[src/rtl/iq_sweep_ctrl_if.sv]
// Result handshake between the sweep controller and the downstream consumer.
// The controller drives each averaged I/Q point, and the consumer accepts it with res_ready.
interface iq_sweep_ctrl_if #(
    parameter int OUTPUT_WIDTH = 12
);
    logic                    res_valid;
    logic                    res_ready;
    logic [OUTPUT_WIDTH-1:0] res_I;
    logic [OUTPUT_WIDTH-1:0] res_Q;
    logic [15:0]             res_idx;

    modport master (
        output res_valid, res_I, res_Q, res_idx,
        input  res_ready
    );

    modport slave (
        input  res_valid, res_I, res_Q, res_idx,
        output res_ready
    );
endinterface

[src/rtl/iq_sweep_ctrl.sv]
// Steps the mixer LO across a programmed sweep and holds the mixer in reset while retuning.
// It discards CIC settling samples, averages 2^AVG_LOG2 I/Q samples per point and hands each result downstream.
module iq_sweep_ctrl #(
    parameter int PHASE_WIDTH  = 32,
    parameter int OUTPUT_WIDTH = 12,
    parameter int AVG_LOG2     = 3,
    parameter int RST_CYCLES   = 4
) (
    input  logic                           clk,
    input  logic                           RST_n,
    input  logic                           start,
    input  logic                           abort,
    input  logic [PHASE_WIDTH-1:0]         f_start,
    input  logic [PHASE_WIDTH-1:0]         f_step,
    input  logic [15:0]                    n_points,
    input  logic [15:0]                    factor_in,
    input  logic [7:0]                     settle_cnt,
    output logic [PHASE_WIDTH-1:0]         Fre_word,
    output logic [15:0]                    FACTOR,
    output logic                           mixer_rst,
    input  logic                           mix_ce,
    input  logic signed [OUTPUT_WIDTH-1:0] I_in,
    input  logic signed [OUTPUT_WIDTH-1:0] Q_in,
    iq_sweep_ctrl_if.master                res,
    output logic                           busy,
    output logic                           done
);

    localparam int ACC_W = OUTPUT_WIDTH + AVG_LOG2;
    localparam int SMP_W = AVG_LOG2 + 1;
    localparam int RST_W = (RST_CYCLES > 1) ? $clog2(RST_CYCLES) : 1;
    localparam logic [SMP_W-1:0] LAST_SAMPLE = SMP_W'((1 << AVG_LOG2) - 1);
    localparam logic [RST_W-1:0] RST_LAST    = RST_W'(RST_CYCLES - 1);

    typedef enum logic [2:0] {
        S_IDLE,
        S_RETUNE,
        S_SETTLE,
        S_CAPTURE,
        S_OUTPUT
    } state_t;

    state_t state_q, state_d;
    logic   done_d;

    logic [PHASE_WIDTH-1:0]  step_q;
    logic [15:0]             npts_q;
    logic [15:0]             idx_q;
    logic [7:0]              settle_q;
    logic [7:0]              settle_seen_q;
    logic [RST_W-1:0]        rst_cnt_q;
    logic [SMP_W-1:0]        smp_cnt_q;
    logic signed [ACC_W-1:0] acc_i_q, acc_q_q;
    logic signed [ACC_W-1:0] sum_i, sum_q;

    // Size casts keep the signedness of I_in/Q_in, so these sign-extend into the accumulator.
    assign sum_i = acc_i_q + ACC_W'(I_in);
    assign sum_q = acc_q_q + ACC_W'(Q_in);

    // NOTE: every variable written here gets its default first, so no path can infer a latch.
    always_comb begin
        state_d = state_q;
        done_d  = 1'b0;
        case (state_q)
            S_IDLE: begin
                if (start) begin
                    if (n_points == 16'd0) done_d  = 1'b1;
                    else                   state_d = S_RETUNE;
                end
            end
            S_RETUNE: begin
                if (rst_cnt_q == RST_LAST) state_d = S_SETTLE;
            end
            S_SETTLE: begin
                if (settle_q == 8'd0 || (mix_ce && settle_seen_q == settle_q - 8'd1))
                    state_d = S_CAPTURE;
            end
            S_CAPTURE: begin
                if (mix_ce && smp_cnt_q == LAST_SAMPLE) state_d = S_OUTPUT;
            end
            S_OUTPUT: begin
                if (res.res_ready) begin
                    if (idx_q == npts_q - 16'd1) begin
                        done_d  = 1'b1;
                        state_d = S_IDLE;
                    end else begin
                        state_d = S_RETUNE;
                    end
                end
            end
            default: state_d = S_IDLE;
        endcase
        if (abort) begin
            state_d = S_IDLE;
            done_d  = 1'b0;
        end
    end

    always_ff @(posedge clk or negedge RST_n) begin
        if (!RST_n) state_q <= S_IDLE;
        else        state_q <= state_d;
    end

    // NOTE: status outputs are decoded from state_d, so they are registered yet line up with the new state.
    always_ff @(posedge clk or negedge RST_n) begin
        if (!RST_n) begin
            Fre_word      <= '0;
            FACTOR        <= '0;
            mixer_rst     <= 1'b1;
            busy          <= 1'b0;
            done          <= 1'b0;
            res.res_valid <= 1'b0;
            res.res_I     <= '0;
            res.res_Q     <= '0;
            res.res_idx   <= '0;
            step_q        <= '0;
            npts_q        <= '0;
            idx_q         <= '0;
            settle_q      <= '0;
            settle_seen_q <= '0;
            rst_cnt_q     <= '0;
            smp_cnt_q     <= '0;
            acc_i_q       <= '0;
            acc_q_q       <= '0;
        end else begin
            done          <= done_d;
            busy          <= (state_d != S_IDLE);
            mixer_rst     <= (state_d == S_IDLE) || (state_d == S_RETUNE);
            res.res_valid <= (state_d == S_OUTPUT);

            rst_cnt_q <= (state_q == S_RETUNE && state_d == S_RETUNE) ? rst_cnt_q + RST_W'(1) : '0;

            if (state_q != S_SETTLE) settle_seen_q <= '0;
            else if (mix_ce)         settle_seen_q <= settle_seen_q + 8'd1;

            // Accumulators sit at zero outside CAPTURE, so they are clear on every entry.
            if (state_q != S_CAPTURE) begin
                acc_i_q   <= '0;
                acc_q_q   <= '0;
                smp_cnt_q <= '0;
            end else if (mix_ce) begin
                acc_i_q   <= sum_i;
                acc_q_q   <= sum_q;
                smp_cnt_q <= smp_cnt_q + SMP_W'(1);
            end

            if (state_q == S_CAPTURE && state_d == S_OUTPUT) begin
                res.res_I   <= OUTPUT_WIDTH'(sum_i >>> AVG_LOG2);
                res.res_Q   <= OUTPUT_WIDTH'(sum_q >>> AVG_LOG2);
                res.res_idx <= idx_q;
            end

            if (state_q == S_IDLE && state_d == S_RETUNE) begin
                step_q   <= f_step;
                npts_q   <= n_points;
                settle_q <= settle_cnt;
                idx_q    <= '0;
                Fre_word <= f_start;
                FACTOR   <= factor_in;
            end

            if (state_q == S_OUTPUT && state_d == S_RETUNE) begin
                idx_q    <= idx_q + 16'd1;
                Fre_word <= Fre_word + step_q;
            end
        end
    end

endmodule

[src/flat_wrapper.sv]
// flat-port wrapper written by rule: the top's interface ports become plain ports
module iq_sweep_ctrl_flat 
#(
    parameter int PHASE_WIDTH  = 32,
    parameter int OUTPUT_WIDTH = 12,
    parameter int AVG_LOG2     = 3,
    parameter int RST_CYCLES   = 4
)
  (clk, RST_n, start, abort, f_start, f_step, n_points, factor_in, settle_cnt, Fre_word, FACTOR, mixer_rst, mix_ce, I_in, Q_in, busy, done, res_res_valid, res_res_I, res_res_Q, res_res_idx, res_res_ready);
  iq_sweep_ctrl_if #(.OUTPUT_WIDTH(OUTPUT_WIDTH)) res_i ();
  input  logic clk;
  input  logic RST_n;
  input  logic start;
  input  logic abort;
  input  logic [PHASE_WIDTH-1:0] f_start;
  input  logic [PHASE_WIDTH-1:0] f_step;
  input  logic [15:0] n_points;
  input  logic [15:0] factor_in;
  input  logic [7:0] settle_cnt;
  output logic [PHASE_WIDTH-1:0] Fre_word;
  output logic [15:0] FACTOR;
  output logic mixer_rst;
  input  logic mix_ce;
  input  logic signed [OUTPUT_WIDTH-1:0] I_in;
  input  logic signed [OUTPUT_WIDTH-1:0] Q_in;
  output logic busy;
  output logic done;
  output wire logic [$bits(res_i.res_valid)-1:0] res_res_valid;
  output wire logic [$bits(res_i.res_I)-1:0] res_res_I;
  output wire logic [$bits(res_i.res_Q)-1:0] res_res_Q;
  output wire logic [$bits(res_i.res_idx)-1:0] res_res_idx;
  input wire logic [$bits(res_i.res_ready)-1:0] res_res_ready;
  assign res_res_valid = res_i.res_valid;
  assign res_res_I = res_i.res_I;
  assign res_res_Q = res_i.res_Q;
  assign res_res_idx = res_i.res_idx;
  assign res_i.res_ready = res_res_ready;
  iq_sweep_ctrl #(.PHASE_WIDTH(PHASE_WIDTH), .OUTPUT_WIDTH(OUTPUT_WIDTH), .AVG_LOG2(AVG_LOG2), .RST_CYCLES(RST_CYCLES)) u_core (.clk(clk), .RST_n(RST_n), .start(start), .abort(abort), .f_start(f_start), .f_step(f_step), .n_points(n_points), .factor_in(factor_in), .settle_cnt(settle_cnt), .Fre_word(Fre_word), .FACTOR(FACTOR), .mixer_rst(mixer_rst), .mix_ce(mix_ce), .I_in(I_in), .Q_in(Q_in), .res(res_i), .busy(busy), .done(done));
endmodule
[config.mk]
export PLATFORM = sky130hd
export DESIGN_NAME = iq_sweep_ctrl_flat
export DESIGN_NICKNAME = d
export VERILOG_FILES = /design/src/rtl/iq_sweep_ctrl_if.sv /design/src/rtl/iq_sweep_ctrl.sv /design/src/flat_wrapper.sv
export SDC_FILE = /design/constraint.sdc
export NUM_CORES = 1
export LEC_CHECK = 0
export BUFFER_PORTS_ARGS = -buffer_cell sky130_fd_sc_hd__buf_2
export CAP_MARGIN = 20
export CELL_PAD_IN_SITES_DETAIL_PLACEMENT = 1
export CELL_PAD_IN_SITES_GLOBAL_PLACEMENT = 2
export CORE_UTILIZATION = 35
export DETAILED_ROUTE_END_ITERATION = 7
export GPL_TIMING_DRIVEN = 0
export PLACE_DENSITY = 0.86
export SKIP_CTS_REPAIR_TIMING = 1
export SLEW_MARGIN = 20
export SYNTH_ARGS = -nofsm -noshare
export SYNTH_HDL_FRONTEND = slang
export SYNTH_SLANG_ARGS = --single-unit
export TNS_END_PERCENT = 100
[constraint.sdc]
create_clock -name clk -period 3.35 [get_ports clk]
set_input_delay 0.1675 -clock clk [delete_from_list [all_inputs] [get_ports clk]]
set_output_delay 0.1675 -clock clk [all_outputs]
set_load 0.02 [all_outputs]
Word level (Yosys, flattened, before mapping)
Index checks and enable logic that the tools add are counted.
{"block": "totals", "in_bits": 134, "wordCells": 84, "regBits": 211}
{"block": "classes", "reduce_logical": 16, "add_sub_neg": 9, "eq_ne": 12, "muxes": 28}
{"cell": "$mux W32", "count": 2}
{"cell": "$mux W15", "count": 4}
{"cell": "$add A32 B32 Y32", "count": 1}
{"cell": "$mux W16", "count": 2}
{"cell": "$add A15 B12 Y15", "count": 2}
{"cell": "$mux W3", "count": 7}
{"cell": "$add A16 B1 Y16 const B", "count": 1}
{"cell": "$eq A16 B16 Y1", "count": 1}
{"cell": "$logic_not A16 Y1", "count": 1}
{"cell": "$mux W8", "count": 2}
{"cell": "$sub A16 B1 Y16 const B", "count": 1}
{"cell": "$pmux W3 S5", "count": 1}
{"cell": "$add A8 B1 Y8 const B", "count": 1}
{"cell": "$eq A8 B8 Y1", "count": 1}
{"cell": "$logic_not A8 Y1", "count": 1}
{"cell": "$mux W4", "count": 2}
{"cell": "$sub A8 B1 Y8 const B", "count": 1}
{"cell": "$eq A3 B1 Y1 const B", "count": 2}
{"cell": "$eq A3 B2 Y1 const B", "count": 2}
{"cell": "$eq A3 B3 Y1 const B", "count": 2}
{"cell": "$logic_and A1 B1 Y1", "count": 6}
{"cell": "$logic_not A3 Y1", "count": 2}
{"cell": "$mux W1", "count": 6}
{"cell": "$ne A3 B2 Y1 const B", "count": 2}
{"cell": "other kinds (9)", "count": 12}

Depth between registers and ports, before layout
Gate-level depths: netlist (run 1).
{"block": "depth", "ltp_word": 11, "ltp_mapped": 13, "mapped_depth_nobuf": 12}

Worst setup path before layout (run 1)
Ideal clock, no wire load.
{"block": "synth_timing", "path_kind": "reg2reg", "start": "register u_core.npts_q[0]", "end": "register u_core.idx_q[8]", "path_stages_with_launch": 13, "path_slack_ns": 0.413, "t_arrival_ns": 2.827, "setup_ns": 0.110, "path_cell_list": "dfrtp_1 -> or4_1 -> buf_2 -> or4_1 -> a211o_1 -> a211oi_2 -> o2111ai_2 -> nand2_1 -> and2_1 -> buf_6 -> buf_8 -> o21ai_1 -> o41ai_1"}
{"block": "synth_between", "elab_chain_len": 9}
{"element": "from (decl)", "line_no": "iq_sweep_ctrl.sv:47", "source": "logic [15:0] npts_q;"}
{"element": "from (signal assigned)", "line_no": "iq_sweep_ctrl.sv:155", "source": "npts_q <= n_points;"}
{"element": "$sub A16 B1 Y16 (*)", "line_no": "iq_sweep_ctrl.sv:83", "source": "if (idx_q == npts_q - 16'd1) begin"}
{"element": "$eq A16 B16 Y1 (*)", "line_no": "iq_sweep_ctrl.sv:83"}
{"element": "$mux W1 (*)", "line_no": "iq_sweep_ctrl.sv:83"}
{"element": "$mux W3 (*)", "line_no": "iq_sweep_ctrl.sv:82", "source": "if (res.res_ready) begin"}
{"element": "$pmux W3 S5 (*)", "line_no": "iq_sweep_ctrl.sv:64", "source": "case (state_q)"}
{"element": "$mux W3 (*)", "line_no": "iq_sweep_ctrl.sv:93", "source": "if (abort) begin"}
{"element": "$eq A3 B1 Y1 (*)", "line_no": "iq_sweep_ctrl.sv:153, iq_sweep_ctrl.sv:162"}
{"element": "$logic_and A1 B1 Y1 (on tied branches)", "line_no": "iq_sweep_ctrl.sv:162, iq_sweep_ctrl.sv:153"}
{"element": "$mux W16 / $reduce_bool A2 Y1 (equally long branches)"}
{"element": "to (signal assigned)", "line_no": "iq_sweep_ctrl.sv:163", "source": "idx_q <= idx_q + 16'd1;"}
{"element": "to (decl)", "line_no": "iq_sweep_ctrl.sv:48", "source": "logic [15:0] idx_q;"}
Every way passes the cells marked *; elsewhere a longest branch is shown, timed or not.
A chain may end at the register's enable or synchronous reset.

Worst setup path in the final report (run 1)
{"block": "layout_timing", "start": "register u_core.npts_q[1]", "end": "register u_core.Fre_word[12]"}
{"block": "layout_between", "elab_chain_len": 9}
{"element": "$sub A16 B1 Y16 (*)", "line_no": "iq_sweep_ctrl.sv:83"}
{"element": "$eq A16 B16 Y1 (*)", "line_no": "iq_sweep_ctrl.sv:83"}
{"element": "$mux W1 (*)", "line_no": "iq_sweep_ctrl.sv:83"}
{"element": "$mux W3 (*)", "line_no": "iq_sweep_ctrl.sv:82"}
{"element": "$pmux W3 S5 (*)", "line_no": "iq_sweep_ctrl.sv:64"}
{"element": "$mux W3 (*)", "line_no": "iq_sweep_ctrl.sv:93"}
{"element": "$eq A3 B1 Y1 (*)", "line_no": "iq_sweep_ctrl.sv:153, iq_sweep_ctrl.sv:162"}
{"element": "$logic_and A1 B1 Y1 (on tied branches)", "line_no": "iq_sweep_ctrl.sv:162, iq_sweep_ctrl.sv:153"}
{"element": "$mux W32 / $reduce_bool A2 Y1 (equally long branches)"}
{"element": "to (signal assigned)", "line_no": "iq_sweep_ctrl.sv:158", "source": "Fre_word <= f_start;"}
{"element": "to (signal assigned)", "line_no": "iq_sweep_ctrl.sv:164", "source": "Fre_word <= Fre_word + step_q;"}
{"element": "to (decl)", "line_no": "iq_sweep_ctrl.sv:18", "source": "output logic [PHASE_WIDTH-1:0] Fre_word,"}
Marks and branches as above.

==> results of run 1 <==
==> logic make-up after synthesis <==
| logic type | count (synthesis) | synth area share |
|---|---|---|
| AND/OR/NAND/NOR | 383 | 0.153 |
| AO/OA/AOI/OAI | 290 | 0.150 |
| flip-flops | 211 | 0.431 |
| multiplexers | 118 | 0.105 |
| XOR/XNOR | 85 | 0.0608 |
| buffers and inverters | 75 | 0.0267 |
| adder cells (fa/ha/maj) | 69 | 0.0723 |
==> area by class of cell <==
class / count / area share
repair buffers: 336 / 0.140
flip-flops and latches: 211 / 0.327
clock buffers: 38 / 0.0482
multi-input cells: 945 / 0.417
inverters: 25 / 0.00580
clock inverters: 12 / 0.00990
diodes: 1 / 0.000155
well taps: 455 / 0.0352
plain buffers: 50 / 0.0170
==> how the worst max path moves through the flow <==
stage                             startpoint             endpoint  slack [ns]  cells after the start
after CTS                 u_core.settle_q[0]  u_core.Fre_word[29]       -0.95                     10
after global routing        u_core.npts_q[0]  u_core.Fre_word[12]       -0.09                     13
final                       u_core.npts_q[1]  u_core.Fre_word[12]        0.03                     11
after detailed placement  u_core.settle_q[0]     u_core.FACTOR[8]       -0.91                      8
after floorplan             u_core.npts_q[0]      u_core.idx_q[8]        0.41                     12
after global placement                 RST_n  u_core.Fre_word[14]       -1.78                      1
==> metrics by stage <==
stage / power [uW] / util / instance area [um2] / cells
5_1_grt: 9180 / 0.469 / 16200 / 2073
3_5_place_dp: 5430 / 0.406 / 14000 / 1913
6_report: 8730 / 0.469 / 16200 / 2073
3_3_place_gp: 5340 / 0.405 / 13900 / 1911
2_1_floorplan: 4680 / - / 12200 / 1231
4_1_cts: 8600 / 0.434 / 14900 / 1963
==> where the power goes <==
part           switching, uW  internal, uW
logic                   1430          1110
clock network           1190          1920
registers                260          2820
==> per-layer routing <==
metal | track usage | part of all wire | up-vias
li1 | - | - | 5177
met1 | 0.276 | 0.44 | 5574
met2 | 0.361 | 0.49 | 269
met3 | 0.0452 | 0.046 | 72
met4 | 0.0586 | 0.026 | 2
met5 | 0 | 0.00027 | -
==> cells in the mapped netlist (6+ instances only) <==
library cell,instances,share of area
dfrtp_1,210,0.43
nand2_1,109,0.033
nor2_1,96,0.029
mux2_2,88,0.081
a21oi_1,71,0.029
o21ai_0,71,0.029
ha_1,66,0.067
xor2_1,43,0.031
xnor2_1,42,0.030
clkbuf_1,34,0.010
nor2b_1,31,0.016
mux2i_1,30,0.025
nand3_1,28,0.011
inv_1,24,0.0074
nor3_1,24,0.0098
a31oi_1,20,0.010
a21o_1,19,0.012
a211oi_1,15,0.0092
nor4_1,13,0.0066
o21ai_1,12,0.0049
o31ai_1,12,0.0074
and3_1,11,0.0056
o21a_1,11,0.0067
nand4_1,10,0.0051
or3_1,10,0.0051
buf_2,9,0.0037
o21ai_2,9,0.0064
nand2b_1,8,0.0041
nor3b_1,7,0.0043
o21bai_1,7,0.0043
or2_2,7,0.0036
and2_1,6,0.0031
nand3b_1,6,0.0037
or4_1,6,0.0037
==> registers in the layout, indices dropped and copies added, names as in the netlist, 2 cells and up <==
signal	cells
u_core.res.res_I	12
u_core.acc_q_q	15
u_core.settle_q	8
u_core.res.res_idx	16
u_core.res.res_Q	12
u_core.settle_seen_q	8
u_core.Fre_word	32
u_core.smp_cnt_q	4
u_core.acc_i_q	15
u_core.FACTOR	16
u_core.idx_q	16
u_core.npts_q	16
u_core.state_q	3
u_core.step_q	32
u_core.rst_cnt_q	2
==> worst register-to-register path, delay by kind of cell (launching register included) <==
kind,cells,cell delay (ns)
and+or+nand+nor,3,1.13
AOI/OAI and AO/OA,5,1.15
DFF,1,0.42
buffers and inverters,3,0.50
==> flow_metrics.env, run 1 <==
export IMPL_die_area_um2=35700
export IMPL_reg2reg_slack_ns=0.03
export IMPL_crit_slowest_cell="or4_4"
export IMPL_drt_iter0_drc=462
export IMPL_die_h_um=189
export IMPL_total_leakage_power_uw=0.00732
export IMPL_syn_nets=1434
export IMPL_multi_input_area_um2=6740
export IMPL_antenna_left=0
export IMPL_synth_flop_cell="dfrtp_1"
export IMPL_violations="hold timing"
export IMPL_mostFrequentLayoutCell="buf_2"
export IMPL_hold_path_class="primary input to flop"
export IMPL_syn_area_um2=12200
export IMPL_drive_above_1_share=0.267
export IMPL_place_ws_ns=-0.914
export IMPL_clk_pin_slew_worst_paths_ns=0.06
export IMPL_end_kind="flop"
export IMPL_drt_wl_total_mm=41.3
export IMPL_ioPinCount=226
export IMPL_hold_start="f_start[1]"
export IMPL_synth_seq_cells=211
export IMPL_grtUsageTotal=0.214
export IMPL_chipWidth_um=189
export IMPL_synth_avg_cell_area_um2=9.95
export IMPL_syn_to_final_growth_pct=32.1
export IMPL_rows=68
export IMPL_r2r_start="u_core.npts_q[1]"
export IMPL_whs_ns=-0.00381
export IMPL_fmax_mhz=301
export IMPL_synth_edff_count=0
export IMPL_worstPathMaxFanout=10
export IMPL_hpwl_mm=28.1
export IMPL_root_buffer="clkbuf_16"
export IMPL_hold_viol=3
export IMPL_num_vias=11100
export IMPL_worstHoldEndpoint="u_core.Fre_word[1]"
export IMPL_cp_slowest_stage_delay_ns=0.53
export IMPL_port_buffers=225
export IMPL_maxSlewViolCount=0
export IMPL_peakVddDrop_v=0.000444
export IMPL_fillCellCount=3948
export IMPL_place_congestion=0.824
export IMPL_crit_reg2reg_capture="u_core.Fre_word[12]"
export IMPL_cap_violations=0
export IMPL_grt_pass1_vias=11200
export IMPL_grt_pass1_wl_mm=60.6
export IMPL_clock_sinks=211
export IMPL_insertion_delay_ns=0.56
export IMPL_tns_ns=0
export IMPL_cts_tree="done"
export IMPL_grt_overflow_total=0
export IMPL_min_period_over_period=0.991
export IMPL_grt_max_degree=92
export IMPL_drc=0
export IMPL_slew_headroom=0.385
export IMPL_yosysWarnings=0
export IMPL_worst_pin_slew_ns=0.922
export IMPL_critPathRequiredTime_ns=3.77
export IMPL_most_common_layout_cells="buf_2, dfrtp_1, nand2_1"
export IMPL_dr_pass1_iters=4
export IMPL_cp_num_buf_inv=3
export IMPL_startpoint_type="flop"
export IMPL_synthArstFlopShare=1.00
export IMPL_cts_made_buffers=28
export IMPL_post_drt_wl_per_cell_um=19.9
export IMPL_skew_ns=0.0126
export IMPL_antenna_found_initial=2
export IMPL_final_nets=1800
export IMPL_yosysSeqAreaShare=0.431
export IMPL_status="complete, but fails checks"
export IMPL_crit_chain="or4_4 -> buf_6 -> or4_1 -> a211o_1 -> a211oi_4 -> o2111a_2 -> o21ai_2 -> buf_6 -> buf_4 -> nor2_1 -> a21oi_1"
export IMPL_fin_ws_ns=0.0289
export IMPL_postSynthCellCount=1231
export IMPL_setup_violations=0
export IMPL_crit_type="flop to flop"
export IMPL_routed_via_density=5.35
export IMPL_critical_path_arrival_ns=3.74
export IMPL_yosysUniqueCellTypes=70
export IMPL_design_core_area_um2=34500
export IMPL_r2r_cells=11
export IMPL_initial_core_util=0.355
export IMPL_regArea_um2=5280
export IMPL_powerDensity_nw_per_um2=540
export IMPL_path_common_cell="buf_6"
export IMPL_critPathTopFamily="compound AO/OA/AOI/OAI gates"
export IMPL_clk_path_buf_depth=3
export IMPL_htreeDepth=1
export IMPL_finalCriticalPeriod_ns=3.32
export IMPL_holdPathStages=5
Power figures use the tool's default switching activity.
==> run 2: changes to the inputs <==
--- a/config.mk
+++ b/config.mk
@@ -9,10 +9,10 @@
 export CAP_MARGIN = 20
 export CELL_PAD_IN_SITES_DETAIL_PLACEMENT = 1
 export CELL_PAD_IN_SITES_GLOBAL_PLACEMENT = 2
-export CORE_UTILIZATION = 35
+export CORE_UTILIZATION = 32
 export DETAILED_ROUTE_END_ITERATION = 7
 export GPL_TIMING_DRIVEN = 0
-export PLACE_DENSITY = 0.86
+export PLACE_DENSITY = 0.83
 export SKIP_CTS_REPAIR_TIMING = 1
 export SLEW_MARGIN = 20
 export SYNTH_ARGS = -nofsm -noshare
==> constraint.sdc (replaced) <==
create_clock -name clk -period 3.05 [get_ports clk]
set_input_delay 0.1525 -clock clk [delete_from_list [all_inputs] [get_ports clk]]
set_output_delay 0.1525 -clock clk [all_outputs]
set_load 0.005 [all_outputs]
==> run 2 against run 1 <==
The flow finishes with violations (hold timing, setup timing); total power is 5.7% higher; sequential share of layout area is 1.3 points lower; cell count is 3.3% higher; core utilization is 2.3 points lower; non-clock buffer count is 12 higher; clock power is 2% lower; largest power group is now registers.
==> flow_metrics.env, run 2 (synthesis results as in run 1) <==
export IMPL_cts_tree="done"
export IMPL_crit_type="flop to flop"
export IMPL_stdcell_count=2141
export IMPL_antenna_found_initial=2
export IMPL_cap_violations=0
export IMPL_htreeDepth=1
export IMPL_place_congestion=0.834
export IMPL_total_leakage_power_uw=0.00748
export IMPL_grt_pass1_wl_mm=60.8
export IMPL_die_h_um=198
export IMPL_grt_overflow_total=0
export IMPL_fillCellCount=4301
export IMPL_hpwl_mm=28.8
export IMPL_setup_violations=79
export IMPL_regArea_um2=5280
export IMPL_post_drt_wl_per_cell_um=19.5
export IMPL_clk_pin_slew_worst_paths_ns=0.06
export IMPL_maxSlewViolCount=0
export IMPL_status="complete, but fails checks"
export IMPL_min_period_over_period=1.09
export IMPL_hold_viol=2
export IMPL_final_nets=1811
export IMPL_syn_to_final_growth_pct=37.4
export IMPL_clock_sinks=211
export IMPL_skew_ns=0.0103
export IMPL_drt_iter0_drc=383
export IMPL_num_vias=11000
export IMPL_drc=0
export IMPL_antenna_left=0
export IMPL_routed_via_density=5.12
export IMPL_rsz0062_at_grt="true"
export IMPL_hold_path_class="primary input to flop"
export IMPL_worst_pin_slew_ns=1.03
export IMPL_grt_pass1_vias=11100
export IMPL_ioPinCount=226
export IMPL_fmax_mhz=301
export IMPL_drive_above_1_share=0.312
export IMPL_dr_pass1_iters=4
export IMPL_drt_wl_total_mm=41.8
export IMPL_violations="hold timing, setup timing"
export IMPL_critPathRequiredTime_ns=3.48
export IMPL_dp_cells=1969
export IMPL_largestRegisters="u_core.Fre_word (32), u_core.step_q (32)"
export IMPL_fin_ws_ns=-0.273
export IMPL_insertion_delay_ns=0.56
export IMPL_whs_ns=-0.0239
export IMPL_finalCriticalPeriod_ns=3.32
export IMPL_peakVddDrop_v=0.000339
export IMPL_r2r_cells=10
export IMPL_critical_path_arrival_ns=3.76
export IMPL_port_buffers=225
export IMPL_design_core_area_um2=37700
export IMPL_end_kind="flop"
export IMPL_holdPathStages=4
export IMPL_chipWidth_um=198
export IMPL_most_common_layout_cells="buf_2, dfrtp_1, dlygate4sd3_1"
export IMPL_die_area_um2=39100
export IMPL_root_buffer="clkbuf_16"
export IMPL_mostFrequentLayoutCell="buf_2"
export IMPL_clk_path_buf_depth=3
export IMPL_slew_headroom=0.311
export IMPL_multi_input_area_um2=7150
export IMPL_rows=71
export IMPL_powerDensity_nw_per_um2=548
export IMPL_startpoint_type="flop"
export IMPL_grtUsageTotal=0.199
export IMPL_initial_core_util=0.325
export IMPL_cts_made_buffers=27
export IMPL_worstPathMaxFanout=5
export IMPL_grt_max_degree=84
export IMPL_place_ws_ns=-1.35
==> run 2: worst max-delay path, stage by stage, from the launching register on <==
cell and delay, ns:
dfrtp_2 0.44, or4_4 0.49, buf_6 0.14, or4_4 0.47
a211o_1 0.34, a211oi_4 0.34, o2111ai_4 0.20, buf_6 0.17
and3_4 0.17, o31a_1 0.31, nand2b_1 0.15
==> run 2: final timing paths <==
kind | to | slack [ns] | startpoint
worst max register to register | u_core.busy | -0.27 | u_core.npts_q[2]
min in group asynchronous | u_core.acc_q_q[0] | 0.15 | RST_n
worst min-delay path | u_core.acc_i_q[0] | -0.02 | I_in[0]
max in group asynchronous | u_core.mixer_rst | 1.75 | RST_n
worst min register to register | u_core.rst_cnt_q[0] | 0.43 | u_core.rst_cnt_q[0]
worst max-delay path | u_core.busy | -0.27 | u_core.npts_q[2]
==> run 2: power by group <==
| part | internal [uW] | switching (uW) | leakage [uW] |
|---|---|---|---|
| Combinational | 1310 | 1470 | 0.00439 |
| Clock | 1780 | 1260 | 0.000407 |
| Sequential | 3090 | 308 | 0.00268 |
| Total | 6190 | 3030 | 0.00748 |
==> run 2: layer usage <==
metal / part of all wire / vias to the layer above / global-route usage
met5: 0.00029 / - / 0
met4: 0.023 / 2 / 0.0442
met3: 0.035 / 54 / 0.0323
met2: 0.50 / 196 / 0.344
met1: 0.44 / 5502 / 0.258
li1: - / 5205 / -
==> run 2: layout make-up <==
type | count | area share
flip-flops and latches | 211 | 0.314
multi-input cells | 945 | 0.425
inverters | 25 | 0.00558
well taps | 511 | 0.0380
plain buffers | 49 | 0.0207
diodes | 1 | 0.000149
repair buffers | 349 | 0.148
clock inverters | 4 | 0.00141
clock buffers | 46 | 0.0480
==> run 2: metrics by stage <==
step / power [uW] / hold slack [ns] / setup TNS, ns / util / cell area (um2)
after CTS: 8910 / -0.422 / -74.85 / 0.396 / 14900
after floorplan: 4980 / -0.143 / 0 / - / 12200
after global routing: 9720 / 0.00568 / -21.32 / 0.447 / 16800
final: 9220 / -0.0239 / -9.76 / 0.447 / 16800
after global placement: 5720 / 0.384 / -502.53 / 0.372 / 14000
after detailed placement: 5800 / 0.177 / -73.56 / 0.374 / 14100
==> run 3: changes to the inputs <==
--- a/config.mk
+++ b/config.mk
@@ -12,7 +12,7 @@
 export CORE_UTILIZATION = 32
 export DETAILED_ROUTE_END_ITERATION = 7
 export GPL_TIMING_DRIVEN = 0
-export PLACE_DENSITY = 0.83
+export PLACE_DENSITY = 0.73
 export SKIP_CTS_REPAIR_TIMING = 1
 export SLEW_MARGIN = 20
 export SYNTH_ARGS = -nofsm -noshare
==> run 3 against run 2 <==
The run still ends with hold timing, setup timing left; critical path depth increased by 2; clock-buffer cell count shrank 8; global-route usage increased by 0.18 points; first-iteration DRC count shrank 9.4%; core utilization down 0.79 points; clock skew grew 0.0050 ns; sequential cell count stayed put; die area stayed put; cell count decreased by 0.42%; sequential share of layout area rose by 0.58 points; critical path type unchanged.
==> flow_metrics.env, run 3 (synthesis results as in run 1) <==
export IMPL_status="complete, but fails checks"
export IMPL_violations="hold timing, setup timing"
export IMPL_hold_path_class="primary input to flop"
export IMPL_post_dp_cell_area_um2=14100
export IMPL_dr_pass1_iters=4
export IMPL_hpwl_mm=29.0
export IMPL_worst_pin_slew_ns=0.964
export IMPL_total_leakage_power_uw=0.00742
export IMPL_fmax_mhz=304
export IMPL_chipWidth_um=198
export IMPL_rsz0062_at_grt="true"
export IMPL_drc=0
export IMPL_grt_overflow_total=0
export IMPL_insertion_delay_ns=0.56
export IMPL_mostFrequentLayoutCell="buf_2"
export IMPL_stdcell_count=2132
export IMPL_htreeDepth=1
export IMPL_clock_sinks=211
export IMPL_whs_ns=-0.0231
export IMPL_slew_headroom=0.357
export IMPL_num_vias=10900
export IMPL_antenna_left=0
export IMPL_place_congestion=0.817
export IMPL_powerDensity_nw_per_um2=589
export IMPL_r2r_start="u_core.npts_q[0]"
export IMPL_post_drt_wl_per_cell_um=19.1
export IMPL_port_buffers=225
export IMPL_largestRegisters="u_core.Fre_word (32), u_core.step_q (32)"
export IMPL_drt_iter0_drc=347
export IMPL_startpoint_type="flop"
export IMPL_clk_path_buf_depth=3
export IMPL_end_kind="flop"
export IMPL_drt_wl_total_mm=40.7
export IMPL_grt_pass1_wl_mm=61.0
export IMPL_most_common_layout_cells="buf_2, dfrtp_1, nand2_1"
export IMPL_fin_ws_ns=-0.237
export IMPL_grtUsageTotal=0.200
export IMPL_critPathRequiredTime_ns=3.53
export IMPL_critical_path_arrival_ns=3.77
export IMPL_antenna_found_initial=2
export IMPL_dp_cells=1969
export IMPL_crit_path_start="u_core.npts_q[0]"
export IMPL_grt_pass1_vias=11000
export IMPL_min_period_over_period=1.08
export IMPL_grt_max_degree=79
export IMPL_rows=71
export IMPL_final_nets=1802
export IMPL_root_buffer="clkbuf_16"
export IMPL_routed_via_density=5.09
export IMPL_die_h_um=198
export IMPL_finalCriticalPeriod_ns=3.29
export IMPL_ioPinCount=226
export IMPL_worstPathMaxFanout=5
export IMPL_design_core_area_um2=37700
export IMPL_crit_type="flop to flop"
export IMPL_clk_pin_slew_worst_paths_ns=0.06
export IMPL_skew_ns=0.0153
export IMPL_hold_viol=2
export IMPL_syn_to_final_growth_pct=35.0
export IMPL_fillCellCount=4255
export IMPL_fin_area_um2=16500
export IMPL_die_area_um2=39100
export IMPL_drive_above_1_share=0.287
export IMPL_maxSlewViolCount=0
export IMPL_cap_violations=0
export IMPL_peakVddDrop_v=0.000377
export IMPL_cts_made_buffers=28
export IMPL_hold_start="Q_in[0]"
export IMPL_initial_core_util=0.325
export IMPL_setup_violations=52
export IMPL_cts_tree="done"
[run 3: cell count changes in the layout (fill, tap and decap cells not counted), moves of 9 or more]
| cell | before | now |
|---|---|---|
| clkbuf_1 | 42 | 31 |
| nand2_1 | 95 | 106 |
| nand2_2 | 12 | 3 |
| nor2_1 | 77 | 90 |
| nor2_4 | 17 | 0 |
[run 3: per-layer routing]
layer / up-vias / track usage / wire [um] / share of wire
li1: 5176 / - / - / -
met4: 2 / 0.0471 / 834 / 0.021
met5: - / 0 / 11 / 0.00027
met2: 222 / 0.332 / 19400 / 0.48
met3: 52 / 0.0427 / 1910 / 0.047
met1: 5402 / 0.266 / 18500 / 0.45
[run 3: worst paths after layout]
kind | end | slack, ns | depth (start not counted)
min in group asynchronous | u_core.FACTOR[1] | 0.10 | 2
setup reg to reg | u_core.idx_q[14] | -0.24 | 12
max in group asynchronous | u_core.npts_q[2] | 1.75 | 4
hold reg to reg | u_core.rst_cnt_q[0] | 0.44 | 1
setup / recovery | u_core.idx_q[14] | -0.24 | 12
hold / removal | u_core.acc_q_q[0] | -0.02 | 4
[run 3: layout make-up]
cell class              count  area (um2)  share of cell area
multi-input cells         945        6830               0.413
diodes                      1        2.50            0.000151
well taps                 511         639              0.0387
flip-flops and latches    211        5290               0.320
repair buffers            341        2320               0.140
inverters                  25        93.8             0.00568
plain buffers              47         299              0.0181
clock buffers              38         810              0.0490
clock inverters            13         245              0.0148
[run 3: power by group]
group | leakage, uW | switching [uW] | internal (uW)
sequential | 0.00268 | 282 | 3090
combinational | 0.00422 | 1380 | 1240
clock | 0.000513 | 1310 | 2440
[run 3: stage by stage]
| step | setup WS, ns | setup TNS, ns | total power, uW | util |
|---|---|---|---|---|
| detailed placement | -1.30 | -79.29 | 5800 | 0.374 |
| finish | -0.237 | -8.62 | 9740 | 0.439 |
| global route | -0.371 | -14.63 | 10300 | 0.439 |
| CTS | -1.34 | -82.17 | 9650 | 0.402 |
| global placement | -2.21 | -529.90 | 5740 | 0.372 |
| floorplan | 0.113 | 0 | 4980 | - |
[run 3: worst max-delay path: stages, from the launching register on]
cell       delay [ns]
dfrtp_2          0.42
or4_4            0.53
buf_6            0.14
or4_1            0.46
a211o_1          0.34
a211oi_4         0.33
o2111ai_4        0.23
nand2_2          0.15
and2_4           0.18
buf_8            0.14
buf_6            0.10
a21oi_2          0.03
o21ai_1          0.16
